===== src/rtl/spike_classifier_if.sv =====
`default_nettype none
// +----------------------------------------------------------------------------+
// | Module      : spike_classifier_if                                          |
// | Description : Bundle between the spike source / result reader (master)     |
// |               and the spike classifier (slave).                            |
// |               master drives : START, Spikes_in                             |
// |               slave drives  : Busy, Valid, Result, Max_count, Tie          |
// | Revision    : 1.0 - initial release                                        |
// +----------------------------------------------------------------------------+
interface spike_classifier_if #(
  parameter int NUM_CLASSES = 10,
  parameter int CNT_WIDTH   = 8,
  parameter int RES_W       = 4
);
  logic                   START;
  logic [NUM_CLASSES-1:0] Spikes_in;
  logic                   Busy;
  logic                   Valid;
  logic [RES_W-1:0]       Result;
  logic [CNT_WIDTH-1:0]   Max_count;
  logic                   Tie;

  modport master (
    output START, Spikes_in,
    input  Busy, Valid, Result, Max_count, Tie
  );

  modport slave (
    input  START, Spikes_in,
    output Busy, Valid, Result, Max_count, Tie
  );
endinterface
`default_nettype wire


===== src/rtl/spike_classifier.sv =====
`default_nettype none
// +----------------------------------------------------------------------------+
// | Module      : spike_classifier                                             |
// | Description : Counts spikes per class over a WINDOW-cycle presentation,    |
// |               then scans the counters one class per cycle to pick the      |
// |               winner (lowest index on ties) and pulses Valid for one cycle.|
// | Ports       : CLK  - system clock, rising edge                             |
// |               RST  - synchronous active-high reset                         |
// |               bus  - spike_classifier_if.slave                             |
// |                      START (in), Spikes_in (in), Busy, Valid, Result,      |
// |                      Max_count, Tie (out)                                  |
// | Config      : SPIKE_CLASSIFIER_TIE_EN - build the tie-flag logic; when     |
// |               undefined Tie is tied to 0.                                  |
// | Revision    : 1.0 - initial release                                        |
// +----------------------------------------------------------------------------+
module spike_classifier #(
  parameter int NUM_CLASSES = 10,
  parameter int WINDOW      = 1000,
  parameter int CNT_WIDTH   = 8,
  parameter int RES_W       = 4
) (
  input wire                CLK,
  input wire                RST,
  spike_classifier_if.slave bus
);

  localparam int WIN_W = $clog2(WINDOW + 1);
  localparam int IDX_W = (NUM_CLASSES > 1) ? $clog2(NUM_CLASSES) : 1;

  localparam logic [WIN_W-1:0]     WIN_LAST = WIN_W'(WINDOW - 1);
  localparam logic [IDX_W-1:0]     IDX_LAST = IDX_W'(NUM_CLASSES - 1);
  localparam logic [CNT_WIDTH-1:0] CNT_MAX  = {CNT_WIDTH{1'b1}};

  typedef enum logic [1:0] {
    S_IDLE  = 2'd0,
    S_COUNT = 2'd1,
    S_SCAN  = 2'd2,
    S_DONE  = 2'd3
  } state_t;

  state_t                                  state_q, state_d;
  logic [NUM_CLASSES-1:0][CNT_WIDTH-1:0]   cnt_q, cnt_d;
  logic [WIN_W-1:0]                        win_q, win_d;
  logic [IDX_W-1:0]                        idx_q, idx_d;
  logic [CNT_WIDTH-1:0]                    max_q, max_d;
  logic [RES_W-1:0]                        ridx_q, ridx_d;
  logic [RES_W-1:0]                        res_q, res_d;
  logic [CNT_WIDTH-1:0]                    maxc_q, maxc_d;
`ifdef SPIKE_CLASSIFIER_TIE_EN
  logic                                    tie_q, tie_d;
  logic                                    tie_out_q, tie_out_d;
`endif

  logic [CNT_WIDTH-1:0] w_cur;
  logic                 w_start;

  always_comb begin
    state_d   = state_q;
    cnt_d     = cnt_q;
    win_d     = win_q;
    idx_d     = idx_q;
    max_d     = max_q;
    ridx_d    = ridx_q;
    res_d     = res_q;
    maxc_d    = maxc_q;
`ifdef SPIKE_CLASSIFIER_TIE_EN
    tie_d     = tie_q;
    tie_out_d = tie_out_q;
`endif
    w_cur     = cnt_q[idx_q];
    w_start   = 1'b0;

    case (state_q)
      S_IDLE: begin
        if (bus.START) begin
          w_start = 1'b1;
          state_d = S_COUNT;
        end
      end

      S_COUNT: begin
        // Saturating per-class counters; the last window cycle still counts.
        for (int k = 0; k < NUM_CLASSES; k++) begin
          if (bus.Spikes_in[k] && (cnt_q[k] != CNT_MAX)) begin
            cnt_d[k] = cnt_q[k] + CNT_WIDTH'(1);
          end
        end
        win_d = win_q + WIN_W'(1);
        if (win_q == WIN_LAST) begin
          state_d = S_SCAN;
        end
      end

      S_SCAN: begin
        idx_d = idx_q + IDX_W'(1);
        // Strict compare keeps the earliest index on equal counts.
        if (w_cur > max_q) begin
          max_d  = w_cur;
          ridx_d = RES_W'(idx_q);
`ifdef SPIKE_CLASSIFIER_TIE_EN
          tie_d  = 1'b0;
`endif
        end
`ifdef SPIKE_CLASSIFIER_TIE_EN
        else if ((w_cur == max_q) && (max_q != '0)) begin
          tie_d = 1'b1;
        end
`endif
        // Results are loaded on the way into DONE so they are already
        // visible in the cycle that Valid is high.
        if (idx_q == IDX_LAST) begin
          state_d = S_DONE;
          maxc_d  = max_d;
          if (max_d == '0) begin
            res_d = {RES_W{1'b1}};
`ifdef SPIKE_CLASSIFIER_TIE_EN
            tie_out_d = 1'b0;
`endif
          end else begin
            res_d = ridx_d;
`ifdef SPIKE_CLASSIFIER_TIE_EN
            tie_out_d = tie_d;
`endif
          end
        end
      end

      S_DONE: begin
        if (bus.START) begin
          w_start = 1'b1;
          state_d = S_COUNT;
        end else begin
          state_d = S_IDLE;
        end
      end

      default: state_d = S_IDLE;
    endcase

    // A new window starts from clean counters and scan state; the
    // reported outputs are left untouched until the next DONE.
    if (w_start) begin
      cnt_d  = '0;
      win_d  = '0;
      idx_d  = '0;
      max_d  = '0;
      ridx_d = '0;
`ifdef SPIKE_CLASSIFIER_TIE_EN
      tie_d  = 1'b0;
`endif
    end
  end

  always_ff @(posedge CLK) begin
    if (RST) begin
      state_q   <= S_IDLE;
      cnt_q     <= '0;
      win_q     <= '0;
      idx_q     <= '0;
      max_q     <= '0;
      ridx_q    <= '0;
      res_q     <= '0;
      maxc_q    <= '0;
`ifdef SPIKE_CLASSIFIER_TIE_EN
      tie_q     <= 1'b0;
      tie_out_q <= 1'b0;
`endif
    end else begin
      state_q   <= state_d;
      cnt_q     <= cnt_d;
      win_q     <= win_d;
      idx_q     <= idx_d;
      max_q     <= max_d;
      ridx_q    <= ridx_d;
      res_q     <= res_d;
      maxc_q    <= maxc_d;
`ifdef SPIKE_CLASSIFIER_TIE_EN
      tie_q     <= tie_d;
      tie_out_q <= tie_out_d;
`endif
    end
  end

  assign bus.Busy      = (state_q == S_COUNT) || (state_q == S_SCAN);
  assign bus.Valid     = (state_q == S_DONE);
  assign bus.Result    = res_q;
  assign bus.Max_count = maxc_q;
`ifdef SPIKE_CLASSIFIER_TIE_EN
  assign bus.Tie       = tie_out_q;
`else
  assign bus.Tie       = 1'b0;
`endif

endmodule
`default_nettype wire

===== src/flat_wrapper.sv =====
// flat-port wrapper written by rule: the top's interface ports become plain ports
module spike_classifier_flat 
#(
  parameter int NUM_CLASSES = 10,
  parameter int WINDOW      = 1000,
  parameter int CNT_WIDTH   = 8,
  parameter int RES_W       = 4
)
  (CLK, RST, bus_START, bus_Spikes_in, bus_Busy, bus_Valid, bus_Result, bus_Max_count, bus_Tie);
  spike_classifier_if #(.NUM_CLASSES(NUM_CLASSES), .CNT_WIDTH(CNT_WIDTH), .RES_W(RES_W)) bus_i ();
  input wire CLK;
  input wire RST;
  input wire logic [$bits(bus_i.START)-1:0] bus_START;
  input wire logic [$bits(bus_i.Spikes_in)-1:0] bus_Spikes_in;
  output wire logic [$bits(bus_i.Busy)-1:0] bus_Busy;
  output wire logic [$bits(bus_i.Valid)-1:0] bus_Valid;
  output wire logic [$bits(bus_i.Result)-1:0] bus_Result;
  output wire logic [$bits(bus_i.Max_count)-1:0] bus_Max_count;
  output wire logic [$bits(bus_i.Tie)-1:0] bus_Tie;
  assign bus_i.START = bus_START;
  assign bus_i.Spikes_in = bus_Spikes_in;
  assign bus_Busy = bus_i.Busy;
  assign bus_Valid = bus_i.Valid;
  assign bus_Result = bus_i.Result;
  assign bus_Max_count = bus_i.Max_count;
  assign bus_Tie = bus_i.Tie;
  spike_classifier #(.NUM_CLASSES(NUM_CLASSES), .WINDOW(WINDOW), .CNT_WIDTH(CNT_WIDTH), .RES_W(RES_W)) u_core (.CLK(CLK), .RST(RST), .bus(bus_i));
endmodule

===== config.mk =====
export PLATFORM = sky130hd
export DESIGN_NAME = spike_classifier_flat
export DESIGN_NICKNAME = d
export VERILOG_FILES = /design/src/rtl/spike_classifier_if.sv /design/src/rtl/spike_classifier.sv /design/src/flat_wrapper.sv
export SDC_FILE = /design/constraint.sdc
export NUM_CORES = 1
export LEC_CHECK = 0
export BUFFER_PORTS_ARGS = -buffer_cell sky130_fd_sc_hd__buf_2
export CAP_MARGIN = 10
export CORE_MARGIN = 5
export CORE_UTILIZATION = 45
export CTS_BUF_LIST = sky130_fd_sc_hd__clkbuf_16
export DETAILED_ROUTE_END_ITERATION = 7
export PLACE_DENSITY = 0.65
export SLEW_MARGIN = 15
export SYNTH_ARGS = -nofsm -noshare
export SYNTH_HDL_FRONTEND = slang
export SYNTH_SLANG_ARGS = --single-unit

===== constraint.sdc =====
create_clock -name CLK -period 3.77 [get_ports CLK]
set_clock_uncertainty 0.15 [all_clocks]
set_input_delay 0.377 -clock CLK [delete_from_list [all_inputs] [get_ports CLK]]
set_output_delay 0.377 -clock CLK [all_outputs]
set_load 0.05 [all_outputs]

==> impl_metrics.toml <==
[run_status]
run_status = "completed"

[worst_setup_path]
critPathCaptureType = "flip-flop"
cp_slowest_cell = "sky130_fd_sc_hd__dfxtp_1"
arrival_ns = 3.65
crit_path_cell_trace = "buf_4, mux2i_1, o22ai_1, a221o_1, ha_1, nor2b_1, o211ai_1, a21oi_1, o21ai_2, buf_4, mux2i_1, o21ai_1"
cp_data_required_time_ns = 3.92
cp.buffers_inverters = 2
cp-start-kind = "flip-flop"
slowest_stage_delay_on_critical_path_ns = 0.62
setup.worst_path.class = "flip-flop to flip-flop"
timing.critical_path.max_delay_family = "compound AO/OA/AOI/OAI gates"
worstPathMaxFanout = 16

[clocking]
cts_root_buffer_type = "sky130_fd_sc_hd__clkbuf_16"
clkSlewWorstSetupHoldPaths_ns = 0.05
clk_latency_ns = 0.42
cts_made_buffers = 17
htreeDepth = 4
cts_hold_buf = 0
clockBufferDepth = 2
cts.sinks = 120
tritoncts = "built"

[global_route]
grt_start_max_net_pins = 60
grt_overflow = 0
antenna_found_initial = 0
grt_use_total = 0.174
grt_pass1_wl_mm = 22.5
grt_pass1_vias = 4571

[pwr]
power.density_nw_per_um2 = 516
power.static_leakage_nw = 2.53
ir_drop_v = 0.000301

[detailed_routing]
antenna_left = 0
detail_route.wl_per_cell_um = 15.1
drtPass1Iterations = 4
vias = 4776
viasPerCell = 5.45
routed_wl_mm = 13.2
first_iter_violations = 278
detail_route.drc_violations = 0

[yosys]
netlist_top_cells_area = "sky130_fd_sc_hd__dfxtp_1 40%, sky130_fd_sc_hd__mux2i_1 6.6%, sky130_fd_sc_hd__nor2_1 6.4%"
syn_area_um2 = 6050
postSynth.asyncResetShare = 0
synth_largest_type_area_fraction = 0.397
syn_inst = 657
yosysUniqueCellTypes = 53
syn-num-nets = 696
syn_avg_cell_area_um2 = 9.22
ys_seq_area_frac = 0.397
synthesis.yosys.warnings = 0
synth.largest_area_cell = "sky130_fd_sc_hd__dfxtp_1"
synth_ff_type = "sky130_fd_sc_hd__dfxtp_1"
ys_ff_latch = 120
synth_enable_flop_cells = 0

[placed_design]
place_hpwl_mm = 9.44
dpl_cell_area_um2 = 6350
place.detailed.instances = 844
io_buffer_count = 26
gp_routability_congestion = 0.894

[cells_and_area]
share_of_cells_above_drive_strength_1 = 0.139
finalNonFillerCells = 876
finish.net_count = 726
antenna-diode-count = 0
fin_area_um2 = 6920
util_after_layout = 0.523
area_growth_syn_to_layout_pct = 14.3
filler_cell_count = 1234

[timing]
fin_crit_sh = 0.929
rsz0062_at_grt = "false"
max_transition_viols_final = 0
timing.fmax_mhz = 286
setup-tns-final_ns = 0
hold_violations = 0
min_period_ns = 3.50
setup_viol_count_final = 0
actual_transition_at_the_worst_max_transition_pin_ns = 0.925
slew_headroom = 0.383

[floorplanning]
floorplan.die.width_um = 126
top_level_ports = 28
die_h_um = 126
core_um2 = 13200
dieArea_um2 = 15900
initial_core_util = 0.457
row_count = 42

[run]
cap_viol_max_count = 0

[worst_hold_path]
worst_hold_check_path_type = "primary input to flip-flop"
==> report_power, final <==
part           switching, mW  leakage, nW  internal, mW
logic                  0.414         1.29         0.240
registers             0.0623        0.967          1.31
clock network          0.580        0.267         0.957
==> what timing repair did <==
action / 4_1_cts / 5_1_grt
buffers inserted: 0 / 0
gates resized for setup: 0 / 1
setup endpoints to repair: 0 / 10
==> Yosys cell counts, types with 3 or more instances <==
master,n
sky130_fd_sc_hd__or3_1,18
sky130_fd_sc_hd__inv_1,18
sky130_fd_sc_hd__nor2_1,104
sky130_fd_sc_hd__a211oi_1,9
sky130_fd_sc_hd__mux2i_1,40
sky130_fd_sc_hd__o211a_2,7
sky130_fd_sc_hd__a221o_1,8
sky130_fd_sc_hd__nor4_1,3
sky130_fd_sc_hd__xnor2_1,25
sky130_fd_sc_hd__a21oi_1,24
sky130_fd_sc_hd__buf_1,4
sky130_fd_sc_hd__dfxtp_1,120
sky130_fd_sc_hd__xor2_1,39
sky130_fd_sc_hd__and3_1,11
sky130_fd_sc_hd__clkbuf_1,16
sky130_fd_sc_hd__buf_4,3
sky130_fd_sc_hd__nand3_1,19
sky130_fd_sc_hd__mux4_2,7
sky130_fd_sc_hd__mux2_2,7
sky130_fd_sc_hd__ha_1,26
sky130_fd_sc_hd__nand3b_1,10
sky130_fd_sc_hd__o211ai_1,5
sky130_fd_sc_hd__nor3_1,6
sky130_fd_sc_hd__o21ai_1,13
sky130_fd_sc_hd__nand4_1,30
sky130_fd_sc_hd__o22ai_1,8
sky130_fd_sc_hd__o21ai_0,16
sky130_fd_sc_hd__nand2_1,33
==> kinds of logic (layout without fill, tap and decap cells) <==
family	after synthesis	count (layout)	share of synthesized area
AND/OR/NAND/NOR	247	247	0.201
multiplexers	56	56	0.111
XOR/XNOR	64	64	0.0926
AO/OA/AOI/OAI	96	96	0.105
flip-flops	120	120	0.397
adder cells (fa/ha/maj)	26	26	0.0537
other	1	1	0.000619
buffers and inverters	47	90	0.0388
==> final cells by class <==
class                      instances  area, µm²  share of cell area
timing repair buffer              40        235              0.0340
tap                              176        220              0.0318
inverter                          18       67.6             0.00976
multi-input combinational        490       3430               0.496
sequential                       120       2400               0.347
clock inverter                    15        138              0.0199
clock buffer                      17        425              0.0615
==> path summary, 6_finish.rpt <==
check | from | endpoint | slack (ns) | depth (start not counted)
min reg2reg | u_core.ridx_q[3] | u_core.bus.Result[3] | 0.32 | 2
min | RST | u_core.state_q[1] | 0.15 | 2
max | u_core.idx_q[0] | u_core.bus.Max_count[0] | 0.27 | 12
max reg2reg | u_core.idx_q[0] | u_core.bus.Max_count[0] | 0.27 | 12
==> stage by stage <==
step | hold WS [ns] | total power [mW] | setup WS [ns]
2_1_floorplan | 0.292 | 1.92 | 0.0348
3_3_place_gp | 0.316 | 2.03 | 0.297
3_5_place_dp | 0.318 | 2.05 | 0.169
4_1_cts | 0.147 | 3.60 | 0.116
5_1_grt | 0.176 | 3.73 | 0.00477
6_report | 0.152 | 3.57 | 0.269
==> state kept, by name, indices dropped and copies added, names as in the netlist <==
register,cells
u_core.cnt_q,80
u_core.win_q,10
u_core.bus.Max_count,8
u_core.max_q,8
u_core.bus.Result,4
u_core.idx_q,4
u_core.ridx_q,4
u_core.state_q,2
==> metal layers <==
layer  wire (µm)  part of all wire  up-vias  global-route usage
met5           0                 0        -                   0
met4         318             0.024        0              0.0656
met1        6390              0.48     2260               0.226
li1            -                 -     2408                   -
met2        6070              0.46       86               0.274
met3         455             0.034       22              0.0533
==> cells in the final DEF, fill, tap and decap left out, types with 16 or more instances in the layout <==
cell type                   netlist  final
sky130_fd_sc_hd__o21ai_0         16     16
sky130_fd_sc_hd__ha_1            26     26
sky130_fd_sc_hd__xor2_1          39     39
sky130_fd_sc_hd__nand3_1         19     19
sky130_fd_sc_hd__nor2_1         104    104
sky130_fd_sc_hd__buf_2            1     26
sky130_fd_sc_hd__dfxtp_1        120    120
sky130_fd_sc_hd__nand2_1         33     33
sky130_fd_sc_hd__xnor2_1         25     25
sky130_fd_sc_hd__mux2i_1         40     40
sky130_fd_sc_hd__nand4_1         30     30
sky130_fd_sc_hd__inv_1           18     19
sky130_fd_sc_hd__a21oi_1         24     24
sky130_fd_sc_hd__clkbuf_16        0     17
sky130_fd_sc_hd__or3_1           18     18
(Power assumes the default switching activity.)
